===== config.mk =====
export PLATFORM = sky130hd
export DESIGN_NAME = fetch_wb_flat
export DESIGN_NICKNAME = d
export VERILOG_FILES = /design/src/rtl/fetch_wb_if.sv /design/src/rtl/fetch_wb.sv /design/src/flat_wrapper.sv
export SDC_FILE = /design/constraint.sdc
export NUM_CORES = 1
export LEC_CHECK = 0
export BUFFER_PORTS_ARGS = -buffer_cell sky130_fd_sc_hd__buf_2
export CORE_UTILIZATION = 46
export CTS_BUF_LIST = sky130_fd_sc_hd__clkbuf_8
export DETAILED_ROUTE_END_ITERATION = 10
export GPL_ROUTABILITY_DRIVEN = 0
export PLACE_DENSITY = 0.63
export SYNTH_ARGS = -nofsm -noshare
export SYNTH_HDL_FRONTEND = slang
export SYNTH_SLANG_ARGS = --single-unit

===== constraint.sdc =====
create_clock -name clk -period 23 [get_ports clk]
set_input_delay 6.9 -clock clk [delete_from_list [all_inputs] [get_ports clk]]
set_output_delay 6.9 -clock clk [all_outputs]
set_load 0.005 [all_outputs]

===== src/rtl/fetch_wb_if.sv =====
// rtl/fetch_wb_if.sv - Wishbone fetch bus and instruction stream bundle
//
// Groups every non-clock signal of the fetch unit:
//   wbm_*        classic Wishbone read master towards the ROM
//   redirect_*   branch/jump redirect from the core
//   inst_*       valid/ready instruction stream towards decode
// modport master : the fetch unit side
// modport slave  : the environment side (ROM + core)
interface fetch_wb_if;
  logic        wbm_cyc_o;
  logic        wbm_stb_o;
  logic [31:0] wbm_adr_o;
  logic        wbm_ack_i;
  logic [31:0] wbm_dat_i;
  logic        redirect_i;
  logic [31:0] redirect_pc_i;
  logic        inst_valid_o;
  logic [31:0] inst_data_o;
  logic [31:0] inst_pc_o;
  logic        inst_ready_i;

  modport master (
    output wbm_cyc_o, wbm_stb_o, wbm_adr_o,
    input  wbm_ack_i, wbm_dat_i,
    input  redirect_i, redirect_pc_i,
    output inst_valid_o, inst_data_o, inst_pc_o,
    input  inst_ready_i
  );

  modport slave (
    input  wbm_cyc_o, wbm_stb_o, wbm_adr_o,
    output wbm_ack_i, wbm_dat_i,
    output redirect_i, redirect_pc_i,
    input  inst_valid_o, inst_data_o, inst_pc_o,
    output inst_ready_i
  );
endinterface


===== src/rtl/fetch_wb.sv =====
// rtl/fetch_wb.sv - instruction-fetch Wishbone master with prefetch FIFO
//
// Issues single-word Wishbone reads at a sequential fetch PC, buffers each
// returned word together with its PC, and presents the buffer head to decode.
// A redirect flushes the buffer and discards any in-flight read.
// Ports:
//   clk  system clock
//   rst  asynchronous active-high reset
//   bus  fetch_wb_if.master (Wishbone master, redirect, instruction stream)
module fetch_wb #(
  parameter logic [31:0] RESET_PC   = 32'h0000_0000,
  parameter int          FIFO_DEPTH = 4
) (
  input  logic        clk,
  input  logic        rst,
  fetch_wb_if.master  bus
);

  localparam int          PW        = $clog2(FIFO_DEPTH);
  localparam int          CW        = PW + 1;
  localparam logic [CW-1:0] DEPTH_CNT = CW'(FIFO_DEPTH);
  localparam logic [31:0] RESET_PC_W = {RESET_PC[31:2], 2'b00};

  typedef enum logic [1:0] {IDLE, REQ, DRAIN} state_t;

  state_t          state_q, state_d;
  logic            cyc_q, cyc_d;
  logic [31:0]     adr_q, adr_d;
  logic [31:0]     fetch_pc_q, fetch_pc_d;
  logic [31:0]     data_q [FIFO_DEPTH];
  logic [31:0]     data_d [FIFO_DEPTH];
  logic [31:0]     pc_q   [FIFO_DEPTH];
  logic [31:0]     pc_d   [FIFO_DEPTH];
  logic [PW-1:0]   wr_ptr_q, wr_ptr_d;
  logic [PW-1:0]   rd_ptr_q, rd_ptr_d;
  logic [CW-1:0]   count_q, count_d;

  logic            push;
  logic            pop;
  logic [CW-1:0]   count_next;
  logic [31:0]     redirect_pc;
  logic            unused_pc_lsbs;

  assign unused_pc_lsbs = ^bus.redirect_pc_i[1:0];

  always_comb begin
    redirect_pc = {bus.redirect_pc_i[31:2], 2'b00};
    // Redirect overrides both sides of the FIFO: the acked word is dropped
    // and the consumer's pop is ignored.
    push = (state_q == REQ) && bus.wbm_ack_i && !bus.redirect_i;
    pop  = (count_q != '0) && bus.inst_ready_i && !bus.redirect_i;

    // Occupancy after this cycle's push/pop; a request is issued or kept
    // only while this leaves a free slot for the word it will return.
    count_next = count_q;
    if (push && !pop) begin
      count_next = count_q + CW'(1);
    end else if (!push && pop) begin
      count_next = count_q - CW'(1);
    end

    state_d    = state_q;
    cyc_d      = cyc_q;
    adr_d      = adr_q;
    fetch_pc_d = fetch_pc_q;
    data_d     = data_q;
    pc_d       = pc_q;
    wr_ptr_d   = wr_ptr_q;
    rd_ptr_d   = rd_ptr_q;
    count_d    = count_next;

    if (bus.redirect_i) begin
      wr_ptr_d = '0;
      rd_ptr_d = '0;
      count_d  = '0;
    end else begin
      if (push) begin
        data_d[wr_ptr_q] = bus.wbm_dat_i;
        pc_d[wr_ptr_q]   = adr_q;
        wr_ptr_d         = wr_ptr_q + PW'(1);
      end
      if (pop) begin
        rd_ptr_d = rd_ptr_q + PW'(1);
      end
    end

    case (state_q)
      IDLE: begin
        // Acks seen here belong to a read aborted by reset; ignore them.
        if (bus.redirect_i) begin
          fetch_pc_d = redirect_pc;
          state_d    = REQ;
          cyc_d      = 1'b1;
          adr_d      = redirect_pc;
        end else if (count_next < DEPTH_CNT) begin
          state_d = REQ;
          cyc_d   = 1'b1;
          adr_d   = fetch_pc_q;
        end
      end
      REQ: begin
        if (bus.redirect_i) begin
          fetch_pc_d = redirect_pc;
          if (bus.wbm_ack_i) begin
            adr_d = redirect_pc;
          end else begin
            // Read cannot be withdrawn; hold the bus until its ack.
            state_d = DRAIN;
          end
        end else if (bus.wbm_ack_i) begin
          fetch_pc_d = fetch_pc_q + 32'd4;
          if (count_next < DEPTH_CNT) begin
            adr_d = fetch_pc_q + 32'd4;
          end else begin
            state_d = IDLE;
            cyc_d   = 1'b0;
          end
        end
      end
      DRAIN: begin
        if (bus.redirect_i) begin
          fetch_pc_d = redirect_pc;
        end
        if (bus.wbm_ack_i) begin
          state_d = REQ;
          adr_d   = bus.redirect_i ? redirect_pc : fetch_pc_q;
        end
      end
      default: begin
        state_d = IDLE;
        cyc_d   = 1'b0;
      end
    endcase
  end

  always_ff @(posedge clk or posedge rst) begin
    if (rst) begin
      state_q    <= IDLE;
      cyc_q      <= 1'b0;
      adr_q      <= RESET_PC_W;
      fetch_pc_q <= RESET_PC_W;
      wr_ptr_q   <= '0;
      rd_ptr_q   <= '0;
      count_q    <= '0;
      for (int i = 0; i < FIFO_DEPTH; i++) begin
        data_q[i] <= '0;
        pc_q[i]   <= '0;
      end
    end else begin
      state_q    <= state_d;
      cyc_q      <= cyc_d;
      adr_q      <= adr_d;
      fetch_pc_q <= fetch_pc_d;
      wr_ptr_q   <= wr_ptr_d;
      rd_ptr_q   <= rd_ptr_d;
      count_q    <= count_d;
      data_q     <= data_d;
      pc_q       <= pc_d;
    end
  end

  assign bus.wbm_cyc_o    = cyc_q;
  assign bus.wbm_stb_o    = cyc_q;
  assign bus.wbm_adr_o    = adr_q;
  assign bus.inst_valid_o = (count_q != '0);
  assign bus.inst_data_o  = (count_q != '0) ? data_q[rd_ptr_q] : 32'h0;
  assign bus.inst_pc_o    = (count_q != '0) ? pc_q[rd_ptr_q]   : 32'h0;

endmodule


===== src/flat_wrapper.sv =====
// flat-port wrapper written by rule: the top's interface ports become plain ports
module fetch_wb_flat 
#(
  parameter logic [31:0] RESET_PC   = 32'h0000_0000,
  parameter int          FIFO_DEPTH = 4
)
  (clk, rst, bus_wbm_cyc_o, bus_wbm_stb_o, bus_wbm_adr_o, bus_wbm_ack_i, bus_wbm_dat_i, bus_redirect_i, bus_redirect_pc_i, bus_inst_valid_o, bus_inst_data_o, bus_inst_pc_o, bus_inst_ready_i);
  fetch_wb_if bus_i ();
  input  logic clk;
  input  logic rst;
  output wire logic [$bits(bus_i.wbm_cyc_o)-1:0] bus_wbm_cyc_o;
  output wire logic [$bits(bus_i.wbm_stb_o)-1:0] bus_wbm_stb_o;
  output wire logic [$bits(bus_i.wbm_adr_o)-1:0] bus_wbm_adr_o;
  input wire logic [$bits(bus_i.wbm_ack_i)-1:0] bus_wbm_ack_i;
  input wire logic [$bits(bus_i.wbm_dat_i)-1:0] bus_wbm_dat_i;
  input wire logic [$bits(bus_i.redirect_i)-1:0] bus_redirect_i;
  input wire logic [$bits(bus_i.redirect_pc_i)-1:0] bus_redirect_pc_i;
  output wire logic [$bits(bus_i.inst_valid_o)-1:0] bus_inst_valid_o;
  output wire logic [$bits(bus_i.inst_data_o)-1:0] bus_inst_data_o;
  output wire logic [$bits(bus_i.inst_pc_o)-1:0] bus_inst_pc_o;
  input wire logic [$bits(bus_i.inst_ready_i)-1:0] bus_inst_ready_i;
  assign bus_wbm_cyc_o = bus_i.wbm_cyc_o;
  assign bus_wbm_stb_o = bus_i.wbm_stb_o;
  assign bus_wbm_adr_o = bus_i.wbm_adr_o;
  assign bus_i.wbm_ack_i = bus_wbm_ack_i;
  assign bus_i.wbm_dat_i = bus_wbm_dat_i;
  assign bus_i.redirect_i = bus_redirect_i;
  assign bus_i.redirect_pc_i = bus_redirect_pc_i;
  assign bus_inst_valid_o = bus_i.inst_valid_o;
  assign bus_inst_data_o = bus_i.inst_data_o;
  assign bus_inst_pc_o = bus_i.inst_pc_o;
  assign bus_i.inst_ready_i = bus_inst_ready_i;
  fetch_wb #(.RESET_PC(RESET_PC), .FIFO_DEPTH(FIFO_DEPTH)) u_core (.clk(clk), .rst(rst), .bus(bus_i));
endmodule

==> results of run 1 <==
logic make-up (layout without fill, tap and decap cells):
| family | after synthesis | in the layout | synth area share, % |
|---|---|---|---|
| XOR/XNOR | 7 | 7 | 0.374 |
| AND/OR/NAND/NOR | 279 | 279 | 9.31 |
| other | 0 | 2 | 0 |
| buffers and inverters | 121 | 304 | 3.23 |
| AO/OA/AOI/OAI | 152 | 152 | 5.98 |
| flip-flops | 330 | 330 | 50.4 |
| adder cells (fa/ha/maj) | 9 | 9 | 0.672 |
| multiplexers | 376 | 376 | 30.0 |
worst max path at each step:
stage | start | end | slack [ns] | depth (start not counted)
6_report | u_core.rd_ptr_q[1] | bus_inst_data_o[20] | 12.99 | 4
2_1_floorplan | rst | u_core.bus.wbm_adr_o[0] | 6.96 | 1
3_5_place_dp | bus_redirect_i | u_core.data_q[101] | 12.95 | 6
5_1_grt | u_core.rd_ptr_q[1] | bus_inst_data_o[14] | 12.78 | 4
3_3_place_gp | bus_redirect_i | u_core.pc_q[109] | 12.98 | 6
4_1_cts | u_core.rd_ptr_q[1] | bus_inst_data_o[20] | 12.87 | 4
report_power, final:
part | internal (uW) | switching (uW)
clock network | 298 | 241
logic | 436 | 336
registers | 802 | 180
routing by layer:
layer  vias to the layer above  routed length [um]
met1                      5585               17800
met2                       296               18100
met4                         0                 840
li1                       5020                   -
met5                         -                   0
met3                        68                2010
through the flow:
| stage | total power (uW) | setup slack, ns | cells | area [sq um] |
|---|---|---|---|---|
| floorplan | 1500 | 6.96 | 1274 | 16400 |
| finish | 2290 | 12.99 | 1914 | 18700 |
| detailed placement | 1770 | 12.95 | 1808 | 17500 |
| global placement | 1750 | 12.98 | 1808 | 17500 |
| CTS | 2320 | 12.87 | 1912 | 18700 |
| global route | 2450 | 12.78 | 1914 | 18700 |
flip-flops by register name (all words and copies together) (netlist names):
register	cells
u_core.bus.wbm_cyc_o	1
u_core.data_q	128
u_core.pc_q	128
u_core.wr_ptr_q	2
u_core.bus.wbm_adr_o	32
u_core.fetch_pc_q	32
u_core.rd_ptr_q	2
u_core.state_q	2
u_core.count_q	3
area by class of cell:
| type | count | area share, % |
|---|---|---|
| sequential | 330 | 44.2 |
| inverter | 20 | 0.442 |
| multi-input combinational | 823 | 40.9 |
| antenna | 2 | 0.0268 |
| timing repair buffer | 180 | 5.09 |
| tap | 455 | 3.05 |
| clock inverter | 30 | 0.857 |
| clock buffer | 74 | 5.45 |
worst max-delay path: stages, from the launching register on:
cell and delay [ns]:
dfrtp_4 0.87, buf_4 0.69, mux4_2 0.58, and2_1 0.20
buf_2 0.13
synthesized netlist by cell type (all sizes together), types with 7 or more instances:
library cell    n  share of area (%)
inv            20               0.46
a221oi          7               0.37
mux2i          26                1.6
mux2          286                 20
nor4           18               0.69
nor2b           8               0.31
a21oi          30               0.92
mux4           64                8.8
o21ai          44                1.3
ha              8               0.61
nor3           14               0.46
nand2          51                1.2
dfrtp         330                 50
and2           67                2.6
buf            56                1.7
a31oi          16               0.61
nand4          22               0.97
nand3          28               0.86
o31ai           7               0.32
clkbuf         45                1.0
nor2           41               0.94
nand2b          9               0.34
==> impl_results.md, run 1 <==
* RSZ-0062 raised after global routing: no
* Worst reg2reg endpoint: u_core.bus.wbm_adr_o[13]
* Asr flop ratio synth at between 90% and 100%
* Drt pass-1 iters at 5
* Fmax at 0.0999 GHz
* ANT nets after route at 0
* Final Hold Vio Count at 0
* Top_reg_cell synth: dfrtp_1
* Reg2Reg Setup Slack at 19.82 ns
* CTS H-tree lvls at 2
* Run status: finished, final reports clean
* GR Util met1 at 30.8%
* Core box area at approximately 35000 sq um
* Initial core utilization at 47.1%
* GR peak layer: met2
* Type of the worst setup path: flip-flop to primary output
* Root Buffer: clkbuf_8
* Cells after Synth at 1274
* CTS tree: built
* Violation count after the first detailed-route iteration at 710
* Chip Height at 191 um
* Distinct cells, synth at 60
* Leakage Power at between 0.008 and 0.009 uW
* Initial antenna violation count at 2
* Crit start category: flip-flop
* Die width at about 190 um
* Post-synthesis sequential area ratio at 50.4%
* Final min period at 10.01 ns
* Final Setup Violations at 0
* Max-capacitance violation count at 0
* CTS Buffer Depth at 3
* Worst Max-Slew Pin Slew at 1.09 ns
* Most frequent cells in the layout: 328 x dfrtp_1, 286 x mux2_2, 165 x buf_2, 74 x clkbuf_8, 67 x and2_1
* Area Growth Syn to Fin at 14.1%
* IO Count at 168
* Hold worst-path end: u_core.fetch_pc_q[0]
* PwrDens at 123 nW/um^2
* Grt ovf at 0
* Clk_lat worst skew at 0.63 ns
* Fin Setup TNS at 0 ns
* Met3 Track Usage GR at under 10%
* Max VDD drop at 67.3 uV
* Clock Skews at ~0.014 ns
* Hold-critical path depth at 1
* Port Buf Inserts at 165
* Total routed wirelength at 38800 um
* Total CTS buffers at 57
* EDFF count, synth at 0
* FF/Latch Area at 8270 sq um
* CTS clk-pin slew, worst paths at 0.06 ns
* First-pass GRT wire length at between 60000 and 70000 um
* GR Layer Usage met2 at 34.2%
* Req. time, crit path at approximately 16 ns
* Post-CTS setup buffer count at 0
* Post-CTS sizing at 0
* Die Area at around 36000 sq um
* Ys Warns at 0
* Vias in the first global route at 11100
* Avg Inst Size Synth at 12.9 sq um
* Path depth of the worst reg2reg path at 7
* Vias after detailed routing at 11000
* Cell area after synthesis at 16400 sq um
* Detailed-placement wirelength estimate at 23700 um
* Data arrival, critical path at 3.11 ns
* Worst Setup End Kind: primary output
* Fillers at 2987
* Critical-path maximum fanout at 34
* Number of vias per cell at ~5.7
* Clock sinks at 330
* # hold bufs at CTS at 0
* Post-route DRC violation count at 0
* Area of the multi-input gates at 7640 sq um
* Per-cell routed wire length at 20.3 um
* Min-delay src: u_core.fetch_pc_q[0]
* Hold WS at 0.476 ns
* Hold WC Path Type: flip-flop to flip-flop
* Max Slew Vio Count at 0
* Synth Register Bits at 330
* Final nets at 1489
* Normalized max-slew margin at 27.5%
* Part of the cycle the worst path needs at 43.5%
* Largest net degree at the start of global routing at between 150 and 200
* Tot GR Track Use at 22.0%
* Reg2reg start: u_core.state_q[0]
* Cell row count at 68
* Share of cells above drive strength 1 at 43.0%
* Post-layout util at 53.7%
* Post-Synthesis Net Count at around 1400
* Commonest non-fill, non-tap cell in the layout: dfrtp_1
Note: power is estimated with default switching activity, not from simulation.
==> inputs of run 2 (changes only) <==
--- a/config.mk
+++ b/config.mk
@@ -10,7 +10,7 @@
 export CTS_BUF_LIST = sky130_fd_sc_hd__clkbuf_8
 export DETAILED_ROUTE_END_ITERATION = 10
 export GPL_ROUTABILITY_DRIVEN = 0
-export PLACE_DENSITY = 0.63
+export PLACE_DENSITY = 0.65
 export SYNTH_ARGS = -nofsm -noshare
 export SYNTH_HDL_FRONTEND = slang
 export SYNTH_SLANG_ARGS = --single-unit
==> constraint.sdc (replaced) <==
create_clock -name clk -period 8.8 [get_ports clk]
set_input_delay 2.64 -clock clk [delete_from_list [all_inputs] [get_ports clk]]
set_output_delay 2.64 -clock clk [all_outputs]
set_load 0.005 [all_outputs]
==> impl_results.md, run 2 (synthesized netlist as in run 1, its figures left out) <==
* Dpl ws at 3.50 ns
* Crit start category: flip-flop
* CTS Buffer Depth at 3
* Final nets at 1488
* IO Count at roughly 170
* Type of the worst setup path: flip-flop to primary output
* Per-cell routed wire length at 20.2 um
* Tot GR Track Use at 21.8%
* Max VDD drop at 172 uV
* Drt pass-1 iters at 7
* Cells along the critical path: buf_4 -> mux4_2 -> and2_1 -> buf_2
* CP max stage delay at 0.94 ns
* Most frequent cells in the layout: 328 x dfrtp_1, 286 x mux2_2, 165 x buf_2, 72 x clkbuf_8, 67 x and2_1
* Max-capacitance violation count at 0
* Clk_lat worst skew at 0.61 ns
* Share of cells above drive strength 1 at 43.4%
* Core box area at 34800 sq um
* Delay-heaviest family, CP: flip-flops
* Largest regs: u_core.data_q (128), u_core.pc_q (128)
* Die Area at 36400 sq um
* Total CTS buffers at 56
* Clock Skews at 0.0380 ns
* Number of vias per cell at 5.75
* Root Buffer: clkbuf_8
* Max Slew Vio Count at 0
* Total routed wirelength at just under 40000 um
* CTS H-tree lvls at 2
* First-pass GRT wire length at 62000 um
* Post-CTS sizing at 0
* Cell row count at 68
* Run status: finished, final reports clean
* Area Growth Syn to Fin at 14.3%
* # hold bufs at CTS at 0
* PwrDens at 323 nW/um^2
* Post-CTS setup buffer count at 0
* ANT nets after route at 0
* Overall power at 6040 uW
* Leakage Power at 0.00865 uW
* Post-route DRC violation count at 0
* RSZ-0062 raised after global routing: no
* Worst Setup End Kind: primary output
* Port Buf Inserts at 165
* Hold WC Path Type: flip-flop to flip-flop
* CTS clk-pin slew, worst paths at 0.06 ns
* Commonest non-fill, non-tap cell in the layout: dfrtp_1
* Initial core utilization at 47.1%
* Detailed-placement wirelength estimate at 23900 um
* Data arrival, critical path at 3.09 ns
* Normalized max-slew margin at between 30% and 40%
* Critical-path maximum fanout at 40
* Worst Max-Slew Pin Slew at 1.01 ns
* Grt ovf at 0
* Final min period at between 5 and 6 ns
* Clock sinks at 330
* CTS tree: built
* Violation count after the first detailed-route iteration at 673
* Chip Height at approximately 190 um
* Final Setup Violations at 0
* Placed cell areas at between 15000 and 20000 sq um
* Vias in the first global route at 11200
* Final Hold Vio Count at 0
* Fin Setup TNS at 0 ns
* Post-route setup slack at 3.07 ns
* Req. time, crit path at approximately 6 ns
* CP max stage cell: dfrtp_4
* CP bufs+invs at 2
* Part of the cycle the worst path needs at 65.2%
* Largest net degree at the start of global routing at 168
* Die width at 191 um
* Vias after detailed routing at 11000
* Hold WS at roughly 0.48 ns
* Fmax at roughly 0.17 GHz
* Final instance area at 18700 sq um
* Initial antenna violation count at 1
run 2: changes by cell type in the layout (fill, tap and decap cells not counted), sizes merged:
cell    previous run  this run
clkinv             5        11
bufinv             1         3
clkbuf            74        72
inv               43        37
run 2: worst paths after layout:
check                                   start                        to  slack (ns)  cells past startpoint
min in group asynchronous                 rst           u_core.pc_q[92]        2.31                      3
setup reg to reg            u_core.count_q[1]  u_core.bus.wbm_adr_o[11]        5.05                      9
hold / removal                u_core.pc_q[87]           u_core.pc_q[87]        0.48                      2
max in group asynchronous                 rst           u_core.pc_q[39]        5.73                      3
hold reg to reg               u_core.pc_q[87]           u_core.pc_q[87]        0.48                      2
setup / recovery           u_core.rd_ptr_q[1]          bus_inst_pc_o[7]        3.07                      4
run 2: where the power goes:
part	switching [uW]	internal (uW)	total (uW)
registers	484	2100	2580
clock network	631	824	1450
logic	871	1140	2010
total	1980	4060	6040
run 2: final cells by class:
| class | instances | area [sq um] |
|---|---|---|
| diodes | 2 | 5.00 |
| clock buffers | 72 | 991 |
| clock inverters | 32 | 220 |
| fillers | 3008 | 16100 |
| inverters | 20 | 78.8 |
| multi-input cells | 823 | 7640 |
| flip-flops and latches | 330 | 8270 |
| well taps | 455 | 569 |
| repair buffers | 180 | 963 |
run 2: metrics by stage:
stage	instances	utilization [%]
6_report	1914	53.8
5_1_grt	1913	53.8
4_1_cts	1912	53.8
3_5_place_dp	1808	50.3
3_3_place_gp	1808	50.3
2_1_floorplan	1274	-
run 2: worst register-to-register path, cell delays in order (launching register included):
cell	delay [ns]
dfrtp_1	0.40
inv_1	0.08
ha_1	0.20
nand2b_2	0.46
buf_4	0.57
and4_1	0.36
nor4_1	0.10
nor3_4	0.66
buf_4	0.40
mux2_2	0.38
run 2: per-layer routing:
layer	track usage, %	wire length [um]	up-vias
met5	0	0	-
met4	6.31	718	0
met3	3.66	2160	61
met2	34.8	18300	301
met1	30.5	17400	5638
li1	-	-	5009
==> inputs of run 3 (changes only) <==
==> constraint.sdc (replaced) <==
create_clock -name clk -period 5 [get_ports clk]
set_input_delay 1.5 -clock clk [delete_from_list [all_inputs] [get_ports clk]]
set_output_delay 1.5 -clock clk [all_outputs]
set_load 0.005 [all_outputs]
==> impl_results.md, run 3 (synthesized netlist as in run 1, its figures left out) <==
* Die Area at 36400 sq um
* Commonest non-fill, non-tap cell in the layout: dfrtp_1
* Largest net degree at the start of global routing at 86
* Clk_lat worst skew at 0.62 ns
* Root Buffer: clkbuf_8
* Vias in the first global route at roughly 11000
* Normalized max-slew margin at 38.0%
* Non-Filler Instances at 1921
* Post-CTS sizing at 0
* PwrDens at 560 nW/um^2
* Share of cells above drive strength 1 at 43.9%
* Die width at 191 um
* Core box area at 34800 sq um
* Grt ovf at 0
* Initial antenna violation count at 1
* Total routed wirelength at 39200 um
* CTS Buffer Depth at 3
* Hold WC Path Type: flip-flop to flip-flop
* Post-CTS setup buffer count at 0
* Fmax at around 0.24 GHz
* Hold WS at between 0.4 and 0.5 ns
* Dpl ws at 1.08 ns
* Worst Max-Slew Pin Slew at 0.921 ns
* Post-layout util at roughly 54%
* Post-route DRC violation count at 0
* Overall power at ~11000 uW
* Critical-path maximum fanout at 26
* Drt pass-1 iters at 6
* Largest regs: u_core.data_q (128), u_core.pc_q (128)
* Vias after detailed routing at 11100
* Area Growth Syn to Fin at 14.7%
* Data arrival, critical path at ~2.7 ns
* Final min period at 4.19 ns
* Chip Height at 191 um
* Max VDD drop at approximately 290 uV
* Part of the cycle the worst path needs at 83.9%
* Violation count after the first detailed-route iteration at between 700 and 800
* Total CTS buffers at 55
* Number of vias per cell at 5.76
* Crit start category: flip-flop
* Initial core utilization at a little under half
* CTS H-tree lvls at 2
* Reg2Reg Setup Slack at 1.97 ns
* Clock Skews at 0.0263 ns
* CP max stage delay at 0.77 ns
* Cell row count at 68
* CP max stage cell: dfrtp_4
* First-pass GRT wire length at ~62000 um
* Clock sinks at 330
* Req. time, crit path at 3.50 ns
* DP Cell Count at 1824
* Port Buf Inserts at 165
* Max-capacitance violation count at 0
* Detailed-placement wirelength estimate at ~25000 um
* Final Setup Violations at 0
* ANT nets after route at 0
* Leakage Power at 0.00867 uW
* Max Slew Vio Count at 0
* Final nets at between 1500 and 2000
* Per-cell routed wire length at between 20 and 25 um
* CTS tree: built
* IO Count at 168
* Worst Setup End Kind: primary output
* Type of the worst setup path: flip-flop to primary output
* Final Hold Vio Count at 0
* Most frequent cells in the layout: 328 x dfrtp_1, 286 x mux2_2, 165 x buf_2, 75 x clkbuf_8, 67 x and2_1
* Run status: finished, final reports clean
* # hold bufs at CTS at 0
* Post-route setup slack at 0.805 ns
* CTS clk-pin slew, worst paths at 0.06 ns
* Fillers at 2992
* Cells along the critical path: buf_4 -> mux4_2 -> and2_1 -> buf_2
* RSZ-0062 raised after global routing: no
* Tot GR Track Use at between 20% and 30%
[run 3: cell count changes in the layout (fill, tap and decap cells not counted), sizes merged]
| cell | before | now |
|---|---|---|
| clkinv | 11 | 6 |
| inv | 37 | 33 |
| diode | 2 | 1 |
| bufinv | 3 | 0 |
| clkinvlp | 1 | 2 |
| buf | 180 | 196 |
| clkbuf | 72 | 75 |
[run 3: per-stage QoR]
stage	area, sq um	TNS [ns]
after global routing	18800	0
after detailed placement	17700	0
after global placement	17700	0
final	18800	0
after floorplan	16400	-299.20
after CTS	18800	0
[run 3: cell type report]
type	instances	area (sq um)	share of cell area [%]
clock inverter	21	90.1	0.479
clock buffer	75	1030	5.49
timing repair buffer	196	1110	5.90
antenna	1	2.50	0.0133
multi-input combinational	823	7640	40.7
tap	455	569	3.03
sequential	330	8270	44.0
inverter	20	78.8	0.419
[run 3: power by group]
| part | internal, uW | switching (uW) |
|---|---|---|
| clock | 1320 | 1090 |
| sequential | 3690 | 888 |
| combinational | 2030 | 1500 |
[run 3: worst max-delay path: cells and delay by family, from the launching register on]
kind	cells	cell delay, ns
flops	1	0.77
mux	1	0.56
buf+inv	2	0.57
simple gates	1	0.17
[run 3: final timing paths]
check | cells past startpoint | startpoint | to
max in group asynchronous | 3 | rst | u_core.data_q[35]
min reg2reg | 2 | u_core.pc_q[87] | u_core.pc_q[87]
max | 4 | u_core.rd_ptr_q[1] | bus_inst_data_o[23]
max reg2reg | 5 | u_core.state_q[1] | u_core.data_q[91]
min in group asynchronous | 2 | rst | u_core.data_q[56]
min | 2 | u_core.pc_q[87] | u_core.pc_q[87]
[run 3: per-layer routing]
metal	track usage [%]	share of wire (%)
met5	0	0
met4	6.49	1.9
met3	4.62	5.8
met2	34.5	47
met1	30.8	45
